--- config.mk ---
export PLATFORM = sky130hd
export DESIGN_NAME = mips_cpu_mc_sequencer_flat
export DESIGN_NICKNAME = d
export VERILOG_FILES = /design/src/rtl/mips_cpu_pkg.sv /design/src/rtl/mips_cpu_mc_sequencer_if.sv /design/src/rtl/mips_cpu_wait_watchdog.sv /design/src/rtl/mips_cpu_mc_sequencer.sv /design/src/flat_wrapper.sv
export SDC_FILE = /design/constraint.sdc
export NUM_CORES = 1
export LEC_CHECK = 0
export ABC_AREA = 1
export BUFFER_PORTS_ARGS = -buffer_cell sky130_fd_sc_hd__buf_2
export CAP_MARGIN = 0
export CORE_MARGIN = 2
export CORE_UTILIZATION = 35
export CTS_BUF_LIST = sky130_fd_sc_hd__clkbuf_4 sky130_fd_sc_hd__clkbuf_8
export DETAILED_ROUTE_END_ITERATION = 7
export PLACE_DENSITY_LB_ADDON = 0.08
export SLEW_MARGIN = 40
export SYNTH_ARGS = -nofsm -noshare
export SYNTH_HDL_FRONTEND = slang
export SYNTH_HIERARCHICAL = 1
export SYNTH_SLANG_ARGS = --single-unit
export TNS_END_PERCENT = 10
--- constraint.sdc ---
create_clock -name clk -period 1.5 [get_ports clk]
set_input_delay 0.075 -clock clk [delete_from_list [all_inputs] [get_ports clk]]
set_output_delay 0.075 -clock clk [all_outputs]
set_load 0.01 [all_outputs]
--- src/rtl/mips_cpu_pkg.sv ---
// Shared types and lane-enable helpers for the multicycle MIPS sequencer.
package mips_cpu_pkg;

  typedef enum logic [2:0] {
    FETCH  = 3'd0,
    DECODE = 3'd1,
    EXEC   = 3'd2,
    MEM    = 3'd3,
    WB     = 3'd4,
    MDWAIT = 3'd5,
    HALT   = 3'd6
  } state_t;

  typedef enum logic [2:0] {
    OTHER  = 3'd0,
    BRANCH = 3'd1,
    LOAD   = 3'd2,
    STORE  = 3'd3,
    LINK   = 3'd4,
    MULDIV = 3'd5
  } iclass_t;

  typedef enum logic [1:0] {
    BYTE = 2'd0,
    HALF = 2'd1,
    WORD = 2'd2
  } msize_t;

  // Little-endian lanes; an undefined size code behaves as a word access.
  function automatic logic [3:0] calc_byteenable(msize_t size, logic [1:0] lo);
    case (size)
      BYTE:    return 4'b0001 << lo;
      HALF:    return lo[1] ? 4'b1100 : 4'b0011;
      default: return 4'hF;
    endcase
  endfunction

  function automatic logic is_aligned(msize_t size, logic [1:0] lo);
    case (size)
      BYTE:    return 1'b1;
      HALF:    return ~lo[0];
      default: return (lo == 2'b00);
    endcase
  endfunction

endpackage

--- src/rtl/mips_cpu_mc_sequencer_if.sv ---
// Avalon-style bus handshake between the sequencer and the memory side.
interface mips_cpu_mc_sequencer_if;
  logic       waitrequest;
  logic       read;
  logic       write;
  logic [3:0] byteenable;
  logic       iod;

  modport master (input waitrequest, output read, write, byteenable, iod);
  modport slave  (output waitrequest, input read, write, byteenable, iod);
endinterface

--- src/rtl/mips_cpu_wait_watchdog.sv ---
// Counts consecutive stalled bus cycles and flags a timeout on the Nth one.
module mips_cpu_wait_watchdog #(
  parameter int WAIT_TIMEOUT = 0
) (
  input  logic clk,
  input  logic srst,
  input  logic stall,
  input  logic clear,
  output logic timeout
);
  localparam int CW = (WAIT_TIMEOUT > 1) ? $clog2(WAIT_TIMEOUT) : 1;

  logic [CW-1:0] cnt_reg;

  always_ff @(posedge clk) begin
    if (srst || clear || !stall) begin
      cnt_reg <= '0;
    end else begin
      cnt_reg <= cnt_reg + CW'(1);
    end
  end

  // cnt_reg holds the stalls already seen, so the current one is number cnt_reg+1.
  assign timeout = (WAIT_TIMEOUT != 0) && stall && (int'(cnt_reg) == WAIT_TIMEOUT - 1);
endmodule

--- src/rtl/mips_cpu_mc_sequencer.sv ---
// Multicycle phase sequencer: bus handshakes, strobes, traps and perf counters.
module mips_cpu_mc_sequencer
  import mips_cpu_pkg::*;
#(
  parameter int                ADDR_W        = 32,
  parameter logic [ADDR_W-1:0] HALT_ADDR     = '0,
  parameter int                MULDIV_CYCLES = 1,
  parameter int                WAIT_TIMEOUT  = 0,
  parameter int                CNT_W         = 32
) (
  input  logic                   clk,
  input  logic                   reset,
  mips_cpu_mc_sequencer_if.master bus,
  input  logic [ADDR_W-1:0]      pc,
  input  iclass_t                instr_class,
  input  msize_t                 mem_size,
  input  logic [1:0]             addr_lo,
  output logic                   ir_write,
  output logic                   pc_write,
  output logic                   br_en,
  output logic                   reg_write,
  output logic                   hilo_write,
  output state_t                 state,
  output logic                   active,
  output logic                   bus_err,
  output logic [CNT_W-1:0]       retired_count,
  output logic [CNT_W-1:0]       stall_count
);
  state_t           state_reg, state_next;
  logic             active_reg, bus_err_reg;
  logic [CNT_W-1:0] retired_reg, stall_reg;
  logic [7:0]       md_cnt_reg;

  logic       rd_strobe, wr_strobe, iod_sel, retire, err_set, md_load, stall, timeout;
  logic [3:0] be_lanes;

  assign stall = (rd_strobe | wr_strobe) & bus.waitrequest;

  mips_cpu_wait_watchdog #(.WAIT_TIMEOUT(WAIT_TIMEOUT)) u_watchdog (
    .clk     (clk),
    .srst    (reset),
    .stall   (stall),
    .clear   (state_next != state_reg),
    .timeout (timeout)
  );

  always_comb begin
    state_next = state_reg;
    rd_strobe  = 1'b0;
    wr_strobe  = 1'b0;
    be_lanes   = 4'h0;
    iod_sel    = 1'b0;
    ir_write   = 1'b0;
    pc_write   = 1'b0;
    br_en      = 1'b0;
    reg_write  = 1'b0;
    hilo_write = 1'b0;
    retire     = 1'b0;
    err_set    = 1'b0;
    md_load    = 1'b0;
    case (state_reg)
      FETCH: begin
        if (pc == HALT_ADDR) begin
          state_next = HALT;
        end else begin
          rd_strobe = 1'b1;
          be_lanes  = 4'hF;
          if (!bus.waitrequest) begin
            ir_write   = 1'b1;
            pc_write   = 1'b1;
            state_next = DECODE;
          end
        end
      end
      DECODE: state_next = EXEC;
      EXEC: begin
        case (instr_class)
          OTHER: begin
            reg_write  = 1'b1;
            retire     = 1'b1;
            state_next = FETCH;
          end
          BRANCH: begin
            br_en      = 1'b1;
            retire     = 1'b1;
            state_next = FETCH;
          end
          LOAD, STORE: begin
            if (!is_aligned(mem_size, addr_lo)) begin
              err_set    = 1'b1;
              state_next = HALT;
            end else begin
              state_next = MEM;
            end
          end
          LINK: begin
            br_en      = 1'b1;
            state_next = WB;
          end
          MULDIV: begin
            if (MULDIV_CYCLES == 1) begin
              hilo_write = 1'b1;
              retire     = 1'b1;
              state_next = FETCH;
            end else begin
              md_load    = 1'b1;
              state_next = MDWAIT;
            end
          end
          default: begin
            retire     = 1'b1;
            state_next = FETCH;
          end
        endcase
      end
      MEM: begin
        iod_sel   = 1'b1;
        be_lanes  = calc_byteenable(mem_size, addr_lo);
        rd_strobe = (instr_class == LOAD);
        wr_strobe = (instr_class != LOAD);
        if (!bus.waitrequest) begin
          if (instr_class == LOAD) begin
            state_next = WB;
          end else begin
            retire     = 1'b1;
            state_next = FETCH;
          end
        end
      end
      WB: begin
        reg_write  = 1'b1;
        retire     = 1'b1;
        state_next = FETCH;
      end
      MDWAIT: begin
        if (md_cnt_reg == 8'd0) begin
          hilo_write = 1'b1;
          retire     = 1'b1;
          state_next = FETCH;
        end
      end
      HALT:    state_next = HALT;
      default: state_next = FETCH;
    endcase
    // Strobes stay up during the timeout cycle and drop once HALT is entered.
    if (timeout) begin
      err_set    = 1'b1;
      state_next = HALT;
    end
    if (reset) begin
      state_next = FETCH;
      rd_strobe  = 1'b0;
      wr_strobe  = 1'b0;
      be_lanes   = 4'h0;
      iod_sel    = 1'b0;
      ir_write   = 1'b0;
      pc_write   = 1'b0;
      br_en      = 1'b0;
      reg_write  = 1'b0;
      hilo_write = 1'b0;
      retire     = 1'b0;
      err_set    = 1'b0;
      md_load    = 1'b0;
    end
  end

  always_ff @(posedge clk) begin
    if (reset) begin
      state_reg   <= FETCH;
      active_reg  <= 1'b1;
      bus_err_reg <= 1'b0;
      retired_reg <= '0;
      stall_reg   <= '0;
      md_cnt_reg  <= '0;
    end else begin
      state_reg <= state_next;
      if (state_next == HALT) active_reg <= 1'b0;
      if (err_set) bus_err_reg <= 1'b1;
      if (retire) retired_reg <= retired_reg + CNT_W'(1);
      if (stall) stall_reg <= stall_reg + CNT_W'(1);
      if (md_load) begin
        md_cnt_reg <= 8'(MULDIV_CYCLES - 2);
      end else if (state_reg == MDWAIT) begin
        md_cnt_reg <= md_cnt_reg - 8'd1;
      end
    end
  end

  assign bus.read       = rd_strobe;
  assign bus.write      = wr_strobe;
  assign bus.byteenable = be_lanes;
  assign bus.iod        = iod_sel;
  assign state          = state_reg;
  assign active         = active_reg;
  assign bus_err        = bus_err_reg;
  assign retired_count  = retired_reg;
  assign stall_count    = stall_reg;
endmodule
--- src/flat_wrapper.sv ---
// flat-port wrapper written by rule: the top's interface ports become plain ports
module mips_cpu_mc_sequencer_flat import mips_cpu_pkg::*;
#(
  parameter int                ADDR_W        = 32,
  parameter logic [ADDR_W-1:0] HALT_ADDR     = '0,
  parameter int                MULDIV_CYCLES = 1,
  parameter int                WAIT_TIMEOUT  = 0,
  parameter int                CNT_W         = 32
)
  (clk, reset, pc, instr_class, mem_size, addr_lo, ir_write, pc_write, br_en, reg_write, hilo_write, state, active, bus_err, retired_count, stall_count, bus_waitrequest, bus_read, bus_write, bus_byteenable, bus_iod);
  mips_cpu_mc_sequencer_if bus_i ();
  input  logic clk;
  input  logic reset;
  input  logic [ADDR_W-1:0] pc;
  input  iclass_t instr_class;
  input  msize_t mem_size;
  input  logic [1:0] addr_lo;
  output logic ir_write;
  output logic pc_write;
  output logic br_en;
  output logic reg_write;
  output logic hilo_write;
  output state_t state;
  output logic active;
  output logic bus_err;
  output logic [CNT_W-1:0] retired_count;
  output logic [CNT_W-1:0] stall_count;
  input wire logic [$bits(bus_i.waitrequest)-1:0] bus_waitrequest;
  output wire logic [$bits(bus_i.read)-1:0] bus_read;
  output wire logic [$bits(bus_i.write)-1:0] bus_write;
  output wire logic [$bits(bus_i.byteenable)-1:0] bus_byteenable;
  output wire logic [$bits(bus_i.iod)-1:0] bus_iod;
  assign bus_i.waitrequest = bus_waitrequest;
  assign bus_read = bus_i.read;
  assign bus_write = bus_i.write;
  assign bus_byteenable = bus_i.byteenable;
  assign bus_iod = bus_i.iod;
  mips_cpu_mc_sequencer #(.ADDR_W(ADDR_W), .HALT_ADDR(HALT_ADDR), .MULDIV_CYCLES(MULDIV_CYCLES), .WAIT_TIMEOUT(WAIT_TIMEOUT), .CNT_W(CNT_W)) u_core (.clk(clk), .reset(reset), .bus(bus_i), .pc(pc), .instr_class(instr_class), .mem_size(mem_size), .addr_lo(addr_lo), .ir_write(ir_write), .pc_write(pc_write), .br_en(br_en), .reg_write(reg_write), .hilo_write(hilo_write), .state(state), .active(active), .bus_err(bus_err), .retired_count(retired_count), .stall_count(stall_count));
endmodule
Word level (Yosys, flattened, before mapping) --
Index checks and enable logic that the tools add are counted.
Cells by class: reductions and logical operators 9, bitwise operators 3, shifts and indexed selects 1, multipliers 0, equal/unequal tests 14, add/sub/neg operators 3, div/mod/pow operators 0, multiplexer cells 47, $lt $le $gt $ge 0
Operators with widths (count):
- $add 32x1->32 const B | 2
- $logic_not 32->1 | 1
- $mux 1 | 28
- $mux 3 | 7
- $eq 3x3->1 const B | 6
- $pmux 3 s6 | 1
- $pmux 4 s2 | 2
- $eq 3x2->1 const B | 4
- $mux 4 | 3
- $logic_not 8->1 | 1
- $pmux 1 s2 | 4
- $sub 8x1->8 const B | 1
- $eq 3x1->1 const B | 2
- $logic_not 3->1 | 2
- $pmux 3 s2 | 1
- $logic_not 2->1 | 2
- $pmux 1 s4 | 1
- $reduce_or 2->1 | 2
- $shl 1x2->4 const A | 1
- $ne 3x2->1 const B | 1
- $reduce_or 3->1 | 1
- $eq 2x1->1 const B | 1
- $and 1x1->1 | 1
- $not 1->1 | 1
- $or 1x1->1 | 1
Word-level totals: word-level logic and storage cells 83, memories kept 0, latch bits 0, bits in writable memories 0, input bits 42, ROM bits 0, register bits 77

Depth between registers and ports, before layout --
depth in word-level cells 9, depth in mapped cells 12

Cells and area by module --
The synthesis kept the hierarchy.
Modules (own cells, without submodules):
- mips_cpu_mc_sequencer | area each 5023.6 sq um, cells each 806, times used 1, sequential area each 1541.5 sq um
- mips_cpu_wait_watchdog | area each 11.3 sq um, cells each 2, times used 1, sequential area each 0.0 sq um

Least setup slack after synthesis --
Ideal clock, no wire load.
path kind register to register, from register u_core.stall_reg[0], in the netlist u_core/stall_count[0], to register u_core.stall_reg[24], in the netlist u_core/stall_count[24], stages on the path, launching flop included 9, period minus slack after synthesis 1.722 ns, path slack -0.222 ns, data required time 1.430 ns, arrival 1.652 ns, cell sequence dfxtp_1 ha_1 inv_1 nor2_1 nand2_1 nor3_1 xor2_1 nand3_1 a21oi_1
Between the ends: word-level cells in the longest chain between the ends 1
RTL lines:
- start, declared | RTL line mips_cpu_mc_sequencer.sv:31 | logic [CNT_W-1:0] retired_reg, stall_reg;
- start signal, assigned | RTL line mips_cpu_mc_sequencer.sv:180 | if (stall) stall_reg <= stall_reg + CNT_W'(1);
- $add 32x1->32 | RTL line mips_cpu_mc_sequencer.sv:180
Every way passes these cells. A chain may end at the register's enable or synchronous reset.

Worst setup path after layout --
from register u_core.state_reg[0], in the netlist u_core/state[0], to output hilo_write
Between the ends: word-level cells in the longest chain between the ends 3, elaborated cells between the ends (all ways) 4, classes of those cells eq/ne: 2; mux: 2
RTL lines:
- start, declared | RTL line mips_cpu_mc_sequencer.sv:29 | state_t state_reg, state_next;
- start signal, assigned | RTL line mips_cpu_mc_sequencer.sv:176 | state_reg <= state_next;
- $eq 3x3->1 / $eq 3x2->1 (equally long branches) | RTL line mips_cpu_mc_sequencer.sv:61 | case (state_reg)
- $pmux 1 s2 (*) | RTL line mips_cpu_mc_sequencer.sv:61
- $mux 1 (*) | RTL line mips_cpu_mc_sequencer.sv:150 | if (reset) begin
- end, declared | RTL line flat_wrapper.sv:22 | output logic hilo_write;
Mark *: on every way between the ends. The rest lies on a longest branch, timed or not.

==> summary.txt <==
PortBufs -> 122
hpwl dp -> 12020 um
final hold violation count -> 0
layout cell share with drive strength beyond 1 -> 41.24%
status -> finished, violations left
RSZ-0062 raised after global routing -> true
Setup WS pre-CTS -> -124.7 ps
startpoint types -> register
total core area -> 0.01388 mm2
mean post-synth cell area -> 6.259 um2
Finished Core Util -> 55.81%
Worst Path Arrival -> 1560 ps
crit path capture type -> primary output
initial antenna violation count -> 0
CTS tree -> done
Hold WC Path Type -> input pin to register
max_cap viols -> 0
vias in the first global route -> 5569
CP max FO -> 4
Die Wd -> 123.4 um
Mapped Cells -> 797
slowest cell on the critical path -> dfxtp_4
Vias/cell -> 4.816
CTS Buffer Depth -> 2
Synth Net Count -> 843
CTS Sinks -> 77
Chip Height -> 123.4 um
required time of the critical path -> 1420 ps
Setup Skew -> 12.28 ps
fmax -> 609.9 MHz
final WL -> 16780 um
I/O pin cnt -> 123
Final nets -> 1121
Power Density -> 564.6 mW/mm2
Post-Syn Area -> 0.004989 mm2
Initial Utilization -> 35.94%
Die ar. -> 0.01522 mm2
area grow syn2layout -> 55.30%
Tot GR Track Use -> 21.73%
row count -> 43
final worst slack -> -139.6 ps
global-route wire length before repair -> 26170 um
register clock-pin slew on the reported worst setup and hold paths -> 80 ps
insertion delay to the later sink of the worst-skew pair -> 380 ps
TritonCTS Buffers -> 9
Min Clock Period, post-route -> 1640 ps
Leak -> 3.379 nW
kind of critical path -> register to primary output
# DRC -> 0
Synth warnings -> 6
crit-path cells -> buf_6 -> nand2_4 -> nor2_4 -> nand2_2 -> buf_4 -> a21oi_2 -> buf_2
Setup TNS Final -> -3948 ps
H-tree depth -> 3
final setup fails -> 67
fin crit share -> 109.3%
Root Driver -> clkbuf_8
failing checks -> negative setup slack
initial drt markers -> 280
per-cell routed wire length -> 13.33 um
global placement routability congestion -> 0.8827
Worst VDD drop -> 0.0004635 V
ANT cells -> 0
Total Power -> 0.004375 W
largest net degree at the start of global routing -> 34
Detail Route Antenna Nets -> 0
Pre-antenna DRT Iters -> 5
DR vias -> 6063
total of fill cells in the finished design -> 1417
max-slew violations -> 0
GRT overflow -> 0
Post-CTS Hold Buffers -> 0
Worst path max stage delay -> 400 ps
==> critical path, delay by kind of cell, from the launching register on <==
family	cells	cell delay [ps]
flops	1	400
buf+inv	3	390
simple gates	3	300
compound gates	1	90
==> what timing repair did <==
item	4_1_cts	5_1_grt
gates resized for setup	52	71
setup buffers	13	4
pin swaps	13	16
setup endpoints to repair	67	81
cloned	0	4
==> power breakdown <==
| group | internal [W] | switching, W |
|---|---|---|
| Clock | 0.000741 | 0.000811 |
| Sequential | 0.00207 | 0.0000298 |
| Combinational | 0.000321 | 0.000406 |
==> layer usage <==
metal	track usage, %	part of all wire [%]	up-vias	wire length (um)
li1	-	-	3126	-
met1	27.08	43	2729	7268
met2	37.40	49	179	8242
met5	0	0	-	0
met3	4.151	5.1	29	862
met4	7.386	2.4	0	407
==> worst paths after layout <==
check        cells after the start  slack (ps)                       start                                     to
max                              7        -140  u_core/state[0]$_SDFF_PP0_                             hilo_write
min                              6         180             bus_waitrequest             u_core/state[0]$_SDFF_PP0_
max reg2reg                     11        -120  u_core/state[0]$_SDFF_PP0_  u_core/retired_count[15]$_SDFFE_PP0P_
min reg2reg                      2         500  u_core/active$_SDFFE_PP1N_             u_core/active$_SDFFE_PP1N_
==> per-stage QoR <==
| step | hold slack [ps] | cell area (um2) | instances |
|---|---|---|---|
| CTS | 105.3 | 7396 | 1251 |
| global placement | 464.9 | 6945 | 1223 |
| finish | 179.4 | 7747 | 1259 |
| floorplan | 300.1 | 5085 | 797 |
| global route | 183.2 | 7747 | 1259 |
| detailed placement | 474.0 | 6945 | 1223 |
==> layout by cell type (no fill, tap or decap), types with 4 or more instances in the layout <==
cell type / n
nand2_1: 218
buf_4: 156
buf_2: 120
nor2_1: 98
inv_1: 62
a21oi_1: 55
dfxtp_1: 53
nand3_1: 51
xor2_1: 24
nor2_2: 22
dfxtp_2: 18
nor3_2: 17
xnor2_1: 13
buf_6: 12
clkbuf_8: 11
nand3b_1: 11
nor3_1: 11
nand4_1: 10
nand2_2: 9
inv_2: 9
a21oi_2: 8
nor2_4: 8
o21ai_1: 7
o21ai_0: 6
dfxtp_4: 6
inv_4: 5
nand2_4: 5
nand3_4: 4
==> final cells by class <==
type	instances	area, um2	area share (%)
clock inverters	1	7.507	0.09690
multi-input cells	615	3410	44.01
repair buffers	294	2032	26.23
well taps	180	225.2	2.907
flip-flops and latches	77	1587	20.48
inverters	78	312.8	4.037
clock buffers	14	173.9	2.245
Power figures use the tool's default switching activity.
